$ cat src/rtl/mem_init_sequencer.sv
// Boot sequencer for the single-cycle MIPS system: owns RAM port 1 during init,
// zero-fills a word range, then releases the CPU reset and passes CPU traffic through.
module mem_init_sequencer #(
    parameter int unsigned DWIDTH      = 32,
    parameter int unsigned AWIDTH      = 12,
    parameter int unsigned CLR_BASE    = 0,
    parameter int unsigned CLR_WORDS   = 1024,
    parameter int          HOLD_CYCLES = 4
) (
    input  logic              clk,
    input  logic              reset,
    input  logic              restart,
    input  logic              cpu_we,
    input  logic [AWIDTH-1:0] cpu_addr,
    input  logic [DWIDTH-1:0] cpu_wdata,
    output logic              mem_we,
    output logic [AWIDTH-1:0] mem_addr,
    output logic [DWIDTH-1:0] mem_wdata,
    output logic              cpu_rst_n,
    output logic              busy,
    output logic              done
);

    localparam int          HOLD_EFF_S = (HOLD_CYCLES < 1) ? 1 : HOLD_CYCLES;
    localparam int unsigned HOLD_EFF   = HOLD_EFF_S;
    localparam int unsigned HCW        = (HOLD_EFF > 1) ? $clog2(HOLD_EFF) : 1;
    localparam int unsigned CW         = (CLR_WORDS > 1) ? $clog2(CLR_WORDS) : 1;
    localparam int unsigned CLR_LAST_I = (CLR_WORDS > 0) ? CLR_WORDS - 1 : 0;
    localparam logic [HCW-1:0]    HOLD_LAST  = HCW'(HOLD_EFF - 1);
    localparam logic [CW-1:0]     CLR_LAST   = CW'(CLR_LAST_I);
    localparam logic [AWIDTH-1:0] BASE       = AWIDTH'(CLR_BASE);
    localparam bit                SKIP_CLEAR = (CLR_WORDS == 0);

    typedef enum logic [1:0] {
        S_HOLD,
        S_CLEAR,
        S_RELEASE,
        S_RUN
    } state_t;

    state_t            state, state_next;
    logic [HCW-1:0]    hold_cnt, hold_cnt_next;
    logic [CW-1:0]     clr_idx, clr_idx_next;
    logic [AWIDTH-1:0] clr_addr;

    // Sweep address wraps naturally modulo 2^AWIDTH.
    assign clr_addr = BASE + AWIDTH'(clr_idx);
    assign busy     = (state != S_RUN);

    always_ff @(posedge clk or posedge reset) begin
        if (reset) begin
            state     <= S_HOLD;
            hold_cnt  <= '0;
            clr_idx   <= '0;
            cpu_rst_n <= 1'b0;
            done      <= 1'b0;
        end else begin
            state     <= state_next;
            hold_cnt  <= hold_cnt_next;
            clr_idx   <= clr_idx_next;
            cpu_rst_n <= (state_next == S_RUN);
            done      <= (state_next == S_RUN) && (state != S_RUN);
        end
    end

    // Port-1 mux is combinational so reset drops mem_we without waiting for clk.
    always_comb begin
        state_next    = state;
        hold_cnt_next = hold_cnt;
        clr_idx_next  = clr_idx;
        mem_we        = 1'b0;
        mem_addr      = '0;
        mem_wdata     = '0;

        case (state)
            S_HOLD: begin
                hold_cnt_next = hold_cnt + HCW'(1);
                if (hold_cnt == HOLD_LAST) begin
                    hold_cnt_next = '0;
                    state_next    = SKIP_CLEAR ? S_RELEASE : S_CLEAR;
                end
            end
            S_CLEAR: begin
                mem_we       = 1'b1;
                mem_addr     = clr_addr;
                clr_idx_next = clr_idx + CW'(1);
                if (clr_idx == CLR_LAST) begin
                    clr_idx_next = '0;
                    state_next   = S_RELEASE;
                end
            end
            S_RELEASE: begin
                state_next = S_RUN;
            end
            S_RUN: begin
                mem_we    = cpu_we;
                mem_addr  = cpu_addr;
                mem_wdata = cpu_wdata;
            end
            default: begin
                state_next = S_HOLD;
            end
        endcase

        // restart overrides any transition decided above.
        if (restart) begin
            state_next    = S_HOLD;
            hold_cnt_next = '0;
            clr_idx_next  = '0;
        end
    end

endmodule

$ cat config.mk
export PLATFORM = sky130hd
export DESIGN_NAME = mem_init_sequencer
export DESIGN_NICKNAME = d
export VERILOG_FILES = /design/src/rtl/mem_init_sequencer.sv
export SDC_FILE = /design/constraint.sdc
export NUM_CORES = 1
export LEC_CHECK = 0
export ABC_AREA = 1
export ABC_CLOCK_PERIOD_IN_PS = 1900
export CORE_ASPECT_RATIO = 1.1
export CORE_MARGIN = 2
export CORE_UTILIZATION = 38
export CTS_BUF_LIST = sky130_fd_sc_hd__clkbuf_4
export DETAILED_ROUTE_END_ITERATION = 12
export PLACE_DENSITY = 0.87
export SYNTH_ARGS = -nofsm -noshare
export SYNTH_HDL_FRONTEND = slang
export SYNTH_SLANG_ARGS = --single-unit
$ cat constraint.sdc
create_clock -name clk -period 1.9 [get_ports clk]
set_input_delay 0.285 -clock clk [delete_from_list [all_inputs] [get_ports clk]]
set_output_delay 0.285 -clock clk [all_outputs]
set_load 0.05 [all_outputs]
== Word level (Yosys, flattened, before mapping) ==
Index checks and enable logic that the tools add are counted.

* Flip-flop bits (word level): 16
* Bits of input ports: 48
* Output and inout bits: 48
* Word-level logic and storage cells: 31

* Add/subtract/negate cells: 2
* Equal/unequal tests: 7
* Mux-type cells: 13
* Reductions and logical operators: 4

{| class="wikitable"
|+ Operators by type and width
! kind !! number
|-
| 2-to-1 mux 32 bit || 1
|-
| 2-to-1 mux 10 bit || 3
|-
| case mux 12 bit (2 select lines) || 1
|-
| 2-to-1 mux 2 bit || 6
|-
| adder 10 x 1 -> 10 bit, second input constant || 1
|-
| == test 10 bit, second input constant || 1
|-
| == test 2 bit, second input constant || 4
|-
| case mux 2 bit (3 select lines) || 1
|-
| nonzero test 2 bit || 2
|-
| adder 2 x 1 -> 2 bit, second input constant || 1
|-
| == test 2 x 1 -> 1 bit, second input constant || 1
|-
| logical NOT 2 bit || 1
|-
| inequality test 2 bit, second input constant || 1
|-
| case mux 1 bit (2 select lines) || 1
|-
| logical AND 1 bit || 1
|}

== Depth between registers and ports, before layout ==
* Depth in word-level cells: 6
* Mapped depth: 9
* Mapped depth without buffers: 9

== Worst setup path after synthesis ==
No wires, ideal clock.

* Path type: register to output
* Start: register state[1]
* End: output mem_addr[0]
* Data arrival time: 1769 ps
* Data required time: 1615 ps
* Slack: -154 ps
* Cell stages (with the launch flop): 5
* Buffers on the path: 1
* Path through: dfrtp_1 inv_2 nand2_2 buf_6 o21ai_0

* Word-level cells in the longest chain between the ends: 2
* Elaborated cells on any way between the ends: 3
* Those cells by class: eq/ne (2); mux (1)

{| class="wikitable"
|+ Ends and longest elaborated chain
! element !! line !! RTL
|-
| start: declaration || 41 || <nowiki>state_t state, state_next;</nowiki>
|-
| start signal: assignment || 58 || <nowiki>state <= state_next;</nowiki>
|-
| == test 2 bit / == test 2 x 1 -> 1 bit (equally long branches) || 75 || <nowiki>case (state)</nowiki>
|-
| case mux 12 bit (2 select lines) (*) || 75 ||
|-
| end: declaration || 17 || <nowiki>output logic [AWIDTH-1:0] mem_addr,</nowiki>
|}

Mark *: on every way between the ends. The rest lies on a longest branch, timed or not.

== Worst setup path after layout ==
* Start: register state[1]
* End: output mem_wdata[17]

* Word-level cells in the longest chain between the ends: 2

{| class="wikitable"
|+ Ends and longest elaborated chain
! element !! line !! RTL
|-
| == test 2 bit || 75 ||
|-
| 2-to-1 mux 32 bit || 75 ||
|-
| end: declaration || 18 || <nowiki>output logic [DWIDTH-1:0] mem_wdata,</nowiki>
|}

No other way between the ends.

==> summary.txt <==
Yosys
  • Mean post-synth cell area: 6.192 µm²
  • Distinct cell type count of the synthesized netlist: 28
  • Number of synthesized register bits: 16
  • Cells after synthesis: 215
  • Synthesis Warnings: 0
  • Synthesized Nets: 265
  • Share of synthesized area occupied by flip-flops and latches: 30.08%
  • Synthesized area: 0.001331 mm²

Global route
  • Global-route wire length before repair: 8666 µm
  • Number of antenna violations at the first check in global routing: 0
  • Via count of the first global-routing pass: 1,778
  • Aggregate global-route resource usage: 29.83%
  • Largest net degree at the start of global routing: 33
  • GRT Residual Overflow: 0

Timing
  • Unrepaired setup endpoints after global routing: yes
  • # setup viols final: 0
  • Portion of the clock cycle consumed by the worst path in the final layout: 99.74%
  • Minimum clock period after layout: 1.895 ns
  • Transition time of the tightest slew-check pin: 0.6216 ns
  • Max transition margin: 58.51%
  • Final hold viol count: 0
  • Highest achievable clock rate: 527.7 MHz
  • Final worst setup slack: 0.004996 ns
  • Max Clock Skew: 0.003325 ns
  • Final slew viol count: 0

CTS
  • Total CTS buffers: 3
  • Clock tree buffer depth: 2
  • Root buffer selected by CTS: clkbuf_4
  • CTS tree: built
  • CTS H-tree lvls: 1
  • Skew-Pair Late Insertion Delay: 0.29 ns
  • Number of clock sinks: 16
  • CTS clock-pin slew for the worst setup and hold paths: 0.10 ns

Setup path
  • Startpoint type of the worst setup path: flop
  • Maximum fanout encountered on the critical timing path: 32
  • Setup CP Type: reg -> out
  • Endpoint kind of the worst setup timing path: output port
  • Worst path required time: 1.62 ns
  • Arrival time worst endpoint: 1.61 ns

Drt
  • Total DRC errors in the routed layout: 0
  • Highest metal layer with signal wires: met4
  • Initial drt markers: 91
  • Met2 WL: 3062 µm
  • Length of the first detailed-routing pass in iterations: 4
  • Met1 routed wirelength after detailed routing: 1888 µm
  • Via total after detailed routing: 1,733
  • Final Routed Wirelength: 5717 µm
  • Met3 wire length: 548 µm
  • Average wire length per cell after detail routing: 15.92 µm
  • Count of nets left with antenna violations after detail routing: 0
  • Via density: 4.827

Placement
  • Setup slack after placement: 0.2503 ns
  • DPL Wire Length: 4810 µm
  • Port buffer count: 95
  • Cell Area, Placed: 0.002804 mm²
  • Final estimated routing congestion in global placement: 0.8704

Cells and area
  • Layout cells sized above 1: 26.37%
  • Leading cell type in the layout, fill and taps excluded: clkdlybuf4s50_1
  • Area added between synthesis and finish: 114.4%
  • Antenna diode count: 0
  • Design area: 0.002854 mm²
  • Post-layout util: 84.99%
  • Number of nets in the finished design: 362
  • Fill count: 185
  • Commonest cells after routing, fill and taps aside: clkdlybuf4s50_1, inv_1, buf_12, nand2_1, nor2_1

Power
  • Post-route total power: 859.0 µW
  • Power Density: 301.0 mW/mm²
  • Cell leakage power: 1.329 nW
  • VDD IR-drop max: 0.0004344 V

Floorplanning
  • Overall die area: 0.003993 mm²
  • Vertical die dimension: 66.08 µm
  • Number of primary I/O pins: 96
  • Total core area: 0.003358 mm²
  • Die span in x: 60.44 µm
  • Initial Utilization: 39.64%
  • Number of core rows: 22

Run status
  • Run status: finished clean

Hold path
  • Worst min path class: in -> async

Flow run
  • Max-Cap Viols: 0
[where the power goes]
part | internal [mW] | switching (mW)
clock | 0.0765 | 0.113
sequential | 0.362 | 0.0283
combinational | 0.144 | 0.135
[layer usage]
metal	GRT usage (%)	vias to the layer above
li1	-	830
met1	30.26	777
met2	56.39	104
met3	7.632	22
met4	11.68	0
met5	0	-
[cell families (layout without fill, tap and decap cells)]
| logic type | after synthesis | in the layout | share of synthesized area, % |
|---|---|---|---|
| adder cells (fa/ha/maj) | 2 | 2 | 1.879 |
| AO/OA/AOI/OAI | 17 | 17 | 8.271 |
| flip-flops | 16 | 16 | 30.07 |
| XOR/XNOR | 3 | 3 | 1.974 |
| buffers and inverters | 59 | 155 | 17.95 |
| AND/OR/NAND/NOR | 118 | 118 | 39.85 |
[stage by stage]
step,setup TNS (ns),instances,hold WS (ns)
floorplan,-1.080,215,0.1987
global placement,0,355,0.4599
detailed placement,0,355,0.4768
CTS,-0.1591,359,0.3808
global route,-0.01317,359,0.4211
finish,0,359,0.3576
[critical path, stage by stage (launching register included)]
cell and delay, ns:
dfrtp_1 0.41, buf_4 0.18, nand2_2 0.11, buf_12 0.19
nor2_1 0.24, buf_12 0.18
[timing repair]
item / CTS / global route
gates cloned: 0 / 0
endpoints found under the setup margin: 18 / 42
hold endpoints to repair: 0 / 0
hold buffers: 0 / 0
setup buffers: 0 / 0
resized for setup: 9 / 7
[synth_stat cells]
| cell | count | area [µm²] |
|---|---|---|
| dfrtp_1 | 16 | 400.4 |
| a31o_2 | 1 | 8.760 |
| inv_4 | 1 | 6.260 |
| nor3_1 | 1 | 5.000 |
| clkbuf_1 | 2 | 7.510 |
| nor2_1 | 44 | 165.2 |
| nand4_1 | 4 | 25.02 |
| clkinv_1 | 1 | 3.750 |
| o21ai_2 | 4 | 35.03 |
| inv_1 | 48 | 180.2 |
| nor3_2 | 1 | 10.01 |
| nand3_1 | 18 | 90.09 |
| xor2_1 | 2 | 17.52 |
| inv_2 | 2 | 7.510 |
| ha_1 | 2 | 25.02 |
| nor2_2 | 3 | 18.77 |
| xnor2_1 | 1 | 8.760 |
| buf_4 | 1 | 7.510 |
| nand2_4 | 1 | 11.26 |
| buf_2 | 3 | 15.01 |
| a211oi_1 | 1 | 7.510 |
| o21ai_0 | 8 | 40.04 |
| nor2_4 | 3 | 33.78 |
| a21oi_1 | 2 | 10.01 |
| buf_6 | 1 | 11.26 |
| nand2_1 | 39 | 146.4 |
| a21oi_2 | 1 | 8.760 |
| nand2_2 | 4 | 25.02 |
[registers in the layout (all words and copies together) (netlist names)]
| signal | flops |
|---|---|
| hold_cnt | 2 |
| done | 1 |
| clr_idx | 10 |
| state | 2 |
| cpu_rst_n | 1 |
[final timing paths]
check / from / endpoint / slack [ns] / cells past startpoint
setup / recovery: state[1] / mem_wdata[17] / 0.005 / 5
hold / removal: reset / clr_idx[9] / 0.36 / 2
setup reg to reg: clr_idx[0] / clr_idx[0] / 0.43 / 6
hold reg to reg: hold_cnt[1] / hold_cnt[1] / 0.49 / 2
max in group asynchronous: reset / state[0] / 1.11 / 2
min in group clk: hold_cnt[1] / hold_cnt[1] / 0.49 / 2
[area by class of cell]
cell class	count	area, µm²	area share (%)
Clock buffer	3	22.52	0.7891
Timing Repair Buffer	99	1454	50.94
Tap cell	48	60.06	2.104
Inverter	52	197.7	6.927
Multi-Input combinational cell	140	714.4	25.03
Clock inverter	1	3.754	0.1315
Sequential cell	16	401.6	14.07
(Power assumes the default switching activity.)
==> RTL change 1: new RTL, config.mk and constraints unchanged <==
Add an input register stage for `cpu_wdata`; this delays it by one clock. The other inputs are not delayed to match.
--- a/src/rtl/mem_init_sequencer.sv
+++ b/src/rtl/mem_init_sequencer.sv
@@ -38,4 +38,10 @@
         S_RUN
     } state_t;
+
+    logic [DWIDTH-1:0] cpu_wdata_q;
+
+    always_ff @(posedge clk) begin
+        cpu_wdata_q <= cpu_wdata;
+    end
 
     state_t            state, state_next;
@@ -96,5 +102,5 @@
                 mem_we    = cpu_we;
                 mem_addr  = cpu_addr;
-                mem_wdata = cpu_wdata;
+                mem_wdata = cpu_wdata_q;
             end
             default: begin
Behaviour: no difference found for any inputs over 10 cycles, from zero or initial values and one cycle with reset high; that may be too few to reach the edited logic, so the function may still have changed.
==> RTL change 1 against the unedited design <==
Synthesized area up 42%. Maximum frequency grew 2.7%. Worst hold slack got worse by 78 ps. Setup slack improved by 51 ps. First-iteration DRC count down 1.1%. Via count up 5.9%. Design area is 22% higher. Global-route usage decreased by 8.6 points. Total power increased by 130%. Sequential cell count increased by 32. Clock power grew to 3.2 times the old value. Wire length up 0.24%. Sequential share of layout area increased by 16 points. Critical endpoint is now mem_wdata[12]. Highest routed layer unchanged.
==> RTL change 1: results (changes against the unedited design) <==
stage;metric;value;unit;change
status;outcome;finished clean;;unchanged
routing;drt_iter0_markers;90;;was 91
synth;synth_area_leaders;dfxtp_1, dfrtp_1, inv_1;;was dfrtp_1, inv_1, nor2_1
synth;yosysWarningCount;0;;unchanged
layout;fillCellCount;278;;was 185
cts;htree_levels;2;;was 1
cts;cts_buffer_depth;2;;unchanged
synth;seq_area_frac_synth;54.99;%;was 30.08%
grt;grt_max_degree;36;;was 33
synth;synthTopCellsByCount;inv_1, nor2_1, dfxtp_1, nand2_1, dfrtp_1;;was inv_1, nor2_1, nand2_1, nand3_1, dfrtp_1
synth;syn-num-nets;284;;was 265
layout;reg_top3;cpu_wdata_q x32, clr_idx x10;;was clr_idx x10, hold_cnt x2, state x2
grt;antenna_found_initial;0;;unchanged
placed_design;place_area;3378;sq um;was 2804 sq um
grt;grtUsageTotal;21.27;%;was 29.83%
routing;routed-via-count;1836;;was 1733
cts;path_clk_slew;140;ps;was 100 ps
layout;nNetsFinal;384;;was 362
placed_design;post-dp-hpwl;4473;microns;was 4810 microns
grt;grt_pass1_wl;9039;microns;was 8666 microns
sta;worstMarginPinSlew;636.2;ps;was 621.6 ps
placed_design;place.gp.congestion;0.8360;;was 0.8704
layout;layout-drive-gt1-share;22.09;%;was 26.37%
power_and_ir_drop;p_leak;1.614;nW;was 1.329 nW
power_and_ir_drop;ir_worst_vdd;0.0002928;V;was 0.0004344 V
sta;clock-skew-final;16.84;ps;was 3.325 ps
critical_path;crit_arrival;1560;ps;was 1610 ps
critical_path;cp_max_fo;35;;was 32
routing;routed_wl;5731;microns;was 5717 microns
grt;grt_pass1_vias;1826;;was 1778
cts;cts_root_buf;clkbuf_4;;unchanged
cts;cts_buffers;5;;was 3
synth;synthArstFlopShare;33.33;%;was 100.0%
critical_path;critPathSlowestCell;dfrtp_2;;was dfrtp_1
power_and_ir_drop;internal-power;1.485;mW;was 0.5819 mW
synth;synth_cell_types;24;;was 28
cts;clock_latency;360;ps;was 290 ps
hold_path;hold_class;input pin to asynchronous set/reset pin;;unchanged
[RTL change 1: changes by cell type after synthesis, sizes merged, moves of 3 or more]
cell / delta
nand3: -3
dfxtp: +32
nor2: -9
nand2: -11
inv: +6
o22ai: +5
nand4: -3
o21ai: +4
[RTL change 1: critical path: cells and delay by family (launching register included)]
family	cells	cell delay (ps)
AND/OR/NAND/NOR	2	290
flip-flops	1	410
buffers and inverters	3	490
[RTL change 1: metrics by stage]
stage | utilization (%) | power [mW] | hold WS, ps | std cells | setup slack, ps
global route | 73.95 | 2.024 | 315.7 | 391 | -6.401
finish | 73.95 | 1.939 | 279.5 | 391 | 55.65
CTS | 73.47 | 1.944 | 301.2 | 389 | 5.757
global placement | 71.62 | 1.332 | 459.6 | 381 | 387.2
detailed placement | 71.62 | 1.347 | 470.3 | 381 | 318.3
floorplan | - | 1.201 | 198.7 | 234 | -208.7
[RTL change 1: area by class of cell]
type / instances / area, sq um / share of cell area, %
clock buffers: 6 / 45.04 / 1.291
clock inverters: 2 / 35.03 / 1.004
inverters: 57 / 214.0 / 6.133
multi-input cells: 122 / 619.3 / 17.75
flip-flops and latches: 48 / 1044 / 29.91
well taps: 56 / 70.07 / 2.009
repair buffers: 100 / 1461 / 41.89
[RTL change 1: what timing repair did]
action / CTS / global route
endpoints found under the setup margin: 11 / 10
pin swaps: 0 / 1
hold buffers: 0 / 0
gates resized for setup: 8 / 8
buffers inserted: 0 / 2
[RTL change 1: layer usage]
layer	part of all wire (%)	GRT usage (%)	wire [microns]
met1	38	24.59	2168
met2	51	37.87	2928
met3	8.5	5.648	489
met4	2.5	6.792	146
met5	0	0	0
[RTL change 1: kinds of logic (layout without fill, tap and decap cells)]
family	Yosys count	after routing	share of synthesized area [%]
AO/OA/AOI/OAI	25	25	7.072
buffers and inverters	64	165	12.95
XOR/XNOR	3	3	1.388
adder cells (fa/ha/maj)	2	2	1.322
AND/OR/NAND/NOR	92	92	22.27
flip-flops	48	48	54.99
[RTL change 1: path summary, 6_finish.rpt]
check                                   to  cells after the start          start  slack (ps)
setup reg to reg                clr_idx[6]                      8     clr_idx[0]         450
hold reg to reg                hold_cnt[1]                      2    hold_cnt[1]         490
max in group asynchronous         state[0]                      2          reset        1180
hold / removal                  clr_idx[1]                      2          reset         280
setup / recovery             mem_wdata[12]                      5       state[1]          60
min in group clk           cpu_wdata_q[26]                      1  cpu_wdata[26]         340
[RTL change 1: power groups by stage]
stage | clock network [mW] | registers, mW | logic, mW
floorplan | 0 | 1.10 | 0.101
global placement | 0 | 1.11 | 0.225
detailed placement | 0 | 1.11 | 0.237
CTS | 0.612 | 1.09 | 0.242
global route | 0.665 | 1.10 | 0.264
finish | 0.607 | 1.09 | 0.242
==> RTL change 2: new RTL, same flow settings <==
Without the edit above. Change the parameter `HOLD_CYCLES` from 4 to 8.
--- a/src/rtl/mem_init_sequencer.sv
+++ b/src/rtl/mem_init_sequencer.sv
@@ -6,5 +6,5 @@
     parameter int unsigned CLR_BASE    = 0,
     parameter int unsigned CLR_WORDS   = 1024,
-    parameter int          HOLD_CYCLES = 4
+    parameter int          HOLD_CYCLES = 8
 ) (
     input  logic              clk,
Behaviour: not the same (a bounded check fails within 10 cycles, from zero or initial values and one cycle with reset high).
==> RTL change 2 against the unedited design <==
Synthesized area down 0.47%. Highest routed layer unchanged. Via count up 0.81%. Critical path type unchanged. Setup slack better by 67 ps. Largest cell class unchanged. Sequential share of layout area up 1.0 points. Design area down 0.79%. Total power down 15%. Critical endpoint is now mem_addr[5]. Sequential cell count up 1. Synthesized cell count up 1.4%. Wire length down 14%.
==> RTL change 2: results (changes against the unedited design) <==
stage;metric;value;unit;change
grt;grt_pass1_wl;7969;microns;was 8666 microns
synth;synthTopCellsByCount;nand2_1, inv_1, nor2_1, dfrtp_1, nand3_1;;was inv_1, nor2_1, nand2_1, nand3_1, dfrtp_1
layout;reg_top3;clr_idx x10, hold_cnt x3, state x2;;was clr_idx x10, hold_cnt x2, state x2
synth;yosys.area_share.adder;2.833;%;was 1.880%
synth;synth_compound_area_share;5.099;%;was 8.271%
synth;synth-xor-area-share;2.644;%;was 1.974%
routing;viasPerCell;4.813;;was 4.827
sta;worstMarginPinSlew;611.6;ps;was 621.6 ps
status;outcome;finished clean;;unchanged
routing;drt_iter0_markers;67;;was 91
power_and_ir_drop;swShare;22.89;%;was 32.25%
synth;synth_area_leaders;dfrtp_1, nand2_1, inv_1;;was dfrtp_1, inv_1, nor2_1
synth;seq_area_frac_synth;32.11;%;was 30.08%
layout;nNetsFinal;367;;was 362
placed_design;place.gp.congestion;0.9521;;was 0.8704
placed_design;post-dp-hpwl;4087;microns;was 4810 microns
power_and_ir_drop;p_leak;1.373;nW;was 1.329 nW
placed_design;pre_cts_ws;334.9;ps;was 250.3 ps
critical_path;crit_arrival;1540;ps;was 1610 ps
routing;post_drt_wl_per_cell;13.56;microns;was 15.92 microns
critical_path;critPathSlowestCell;dfrtp_2;;was dfrtp_1
critical_path;slowest_delay;500;ps;was 410 ps
critical_path;reg2reg_depth;8;;was 6
grt;grt_pass1_vias;1734;;was 1778
synth;synth_cell_types;21;;was 28
==> RTL change 2: per-layer routing <==
metal,wire length (microns),vias to the layer above,part of all wire (%),global-route usage (%)
met2,2526,107,51,47.15
met4,127,0,2.6,8.889
li1,-,836,-,-
met3,492,13,10,6.067
met5,0,-,0,0
met1,1775,791,36,29.88
==> RTL change 2: area by class of cell <==
type,instances,area [sq um]
fill,178,499.2
timing repair buffer,100,1449
multi-input combinational,146,685.7
tap,48,60.06
sequential,17,426.7
clock buffer,4,30.03
inverter,48,180.2
==> RTL change 2: cells by family (layout without fill, tap and decap cells) <==
kind of cell | count (synthesis) | count (layout)
compound gates | 13 | 13
fa+ha+maj | 3 | 3
buf+inv | 55 | 152
flops | 17 | 17
simple gates | 126 | 126
xor+xnor | 4 | 4
==> RTL change 2: path summary, 6_finish.rpt <==
path / to / slack, ps
max in group asynchronous: state[1] / 1120
min in group clk: hold_cnt[1] / 480
setup / recovery: mem_addr[5] / 70
hold / removal: clr_idx[7] / 350
hold reg to reg: hold_cnt[1] / 480
setup reg to reg: clr_idx[9] / 420
==> RTL change 2: power by group through the flow <==
stage	sequential [mW]	clock [mW]	combinational, mW
detailed placement	0.379	0	0.146
finish	0.372	0.210	0.146
global placement	0.378	0	0.139
global route	0.373	0.226	0.161
CTS	0.372	0.210	0.147
floorplan	0.378	0	0.0356
==> RTL change 2: worst reg2reg max path: stages, from the launching register on <==
cell and delay, ps:
dfrtp_1 490, ha_1 250, nand2_1 80, nor2_2 140
nand3_2 140, nand2_2 100, nor2_2 50, nand2_1 80
nand2_1 50
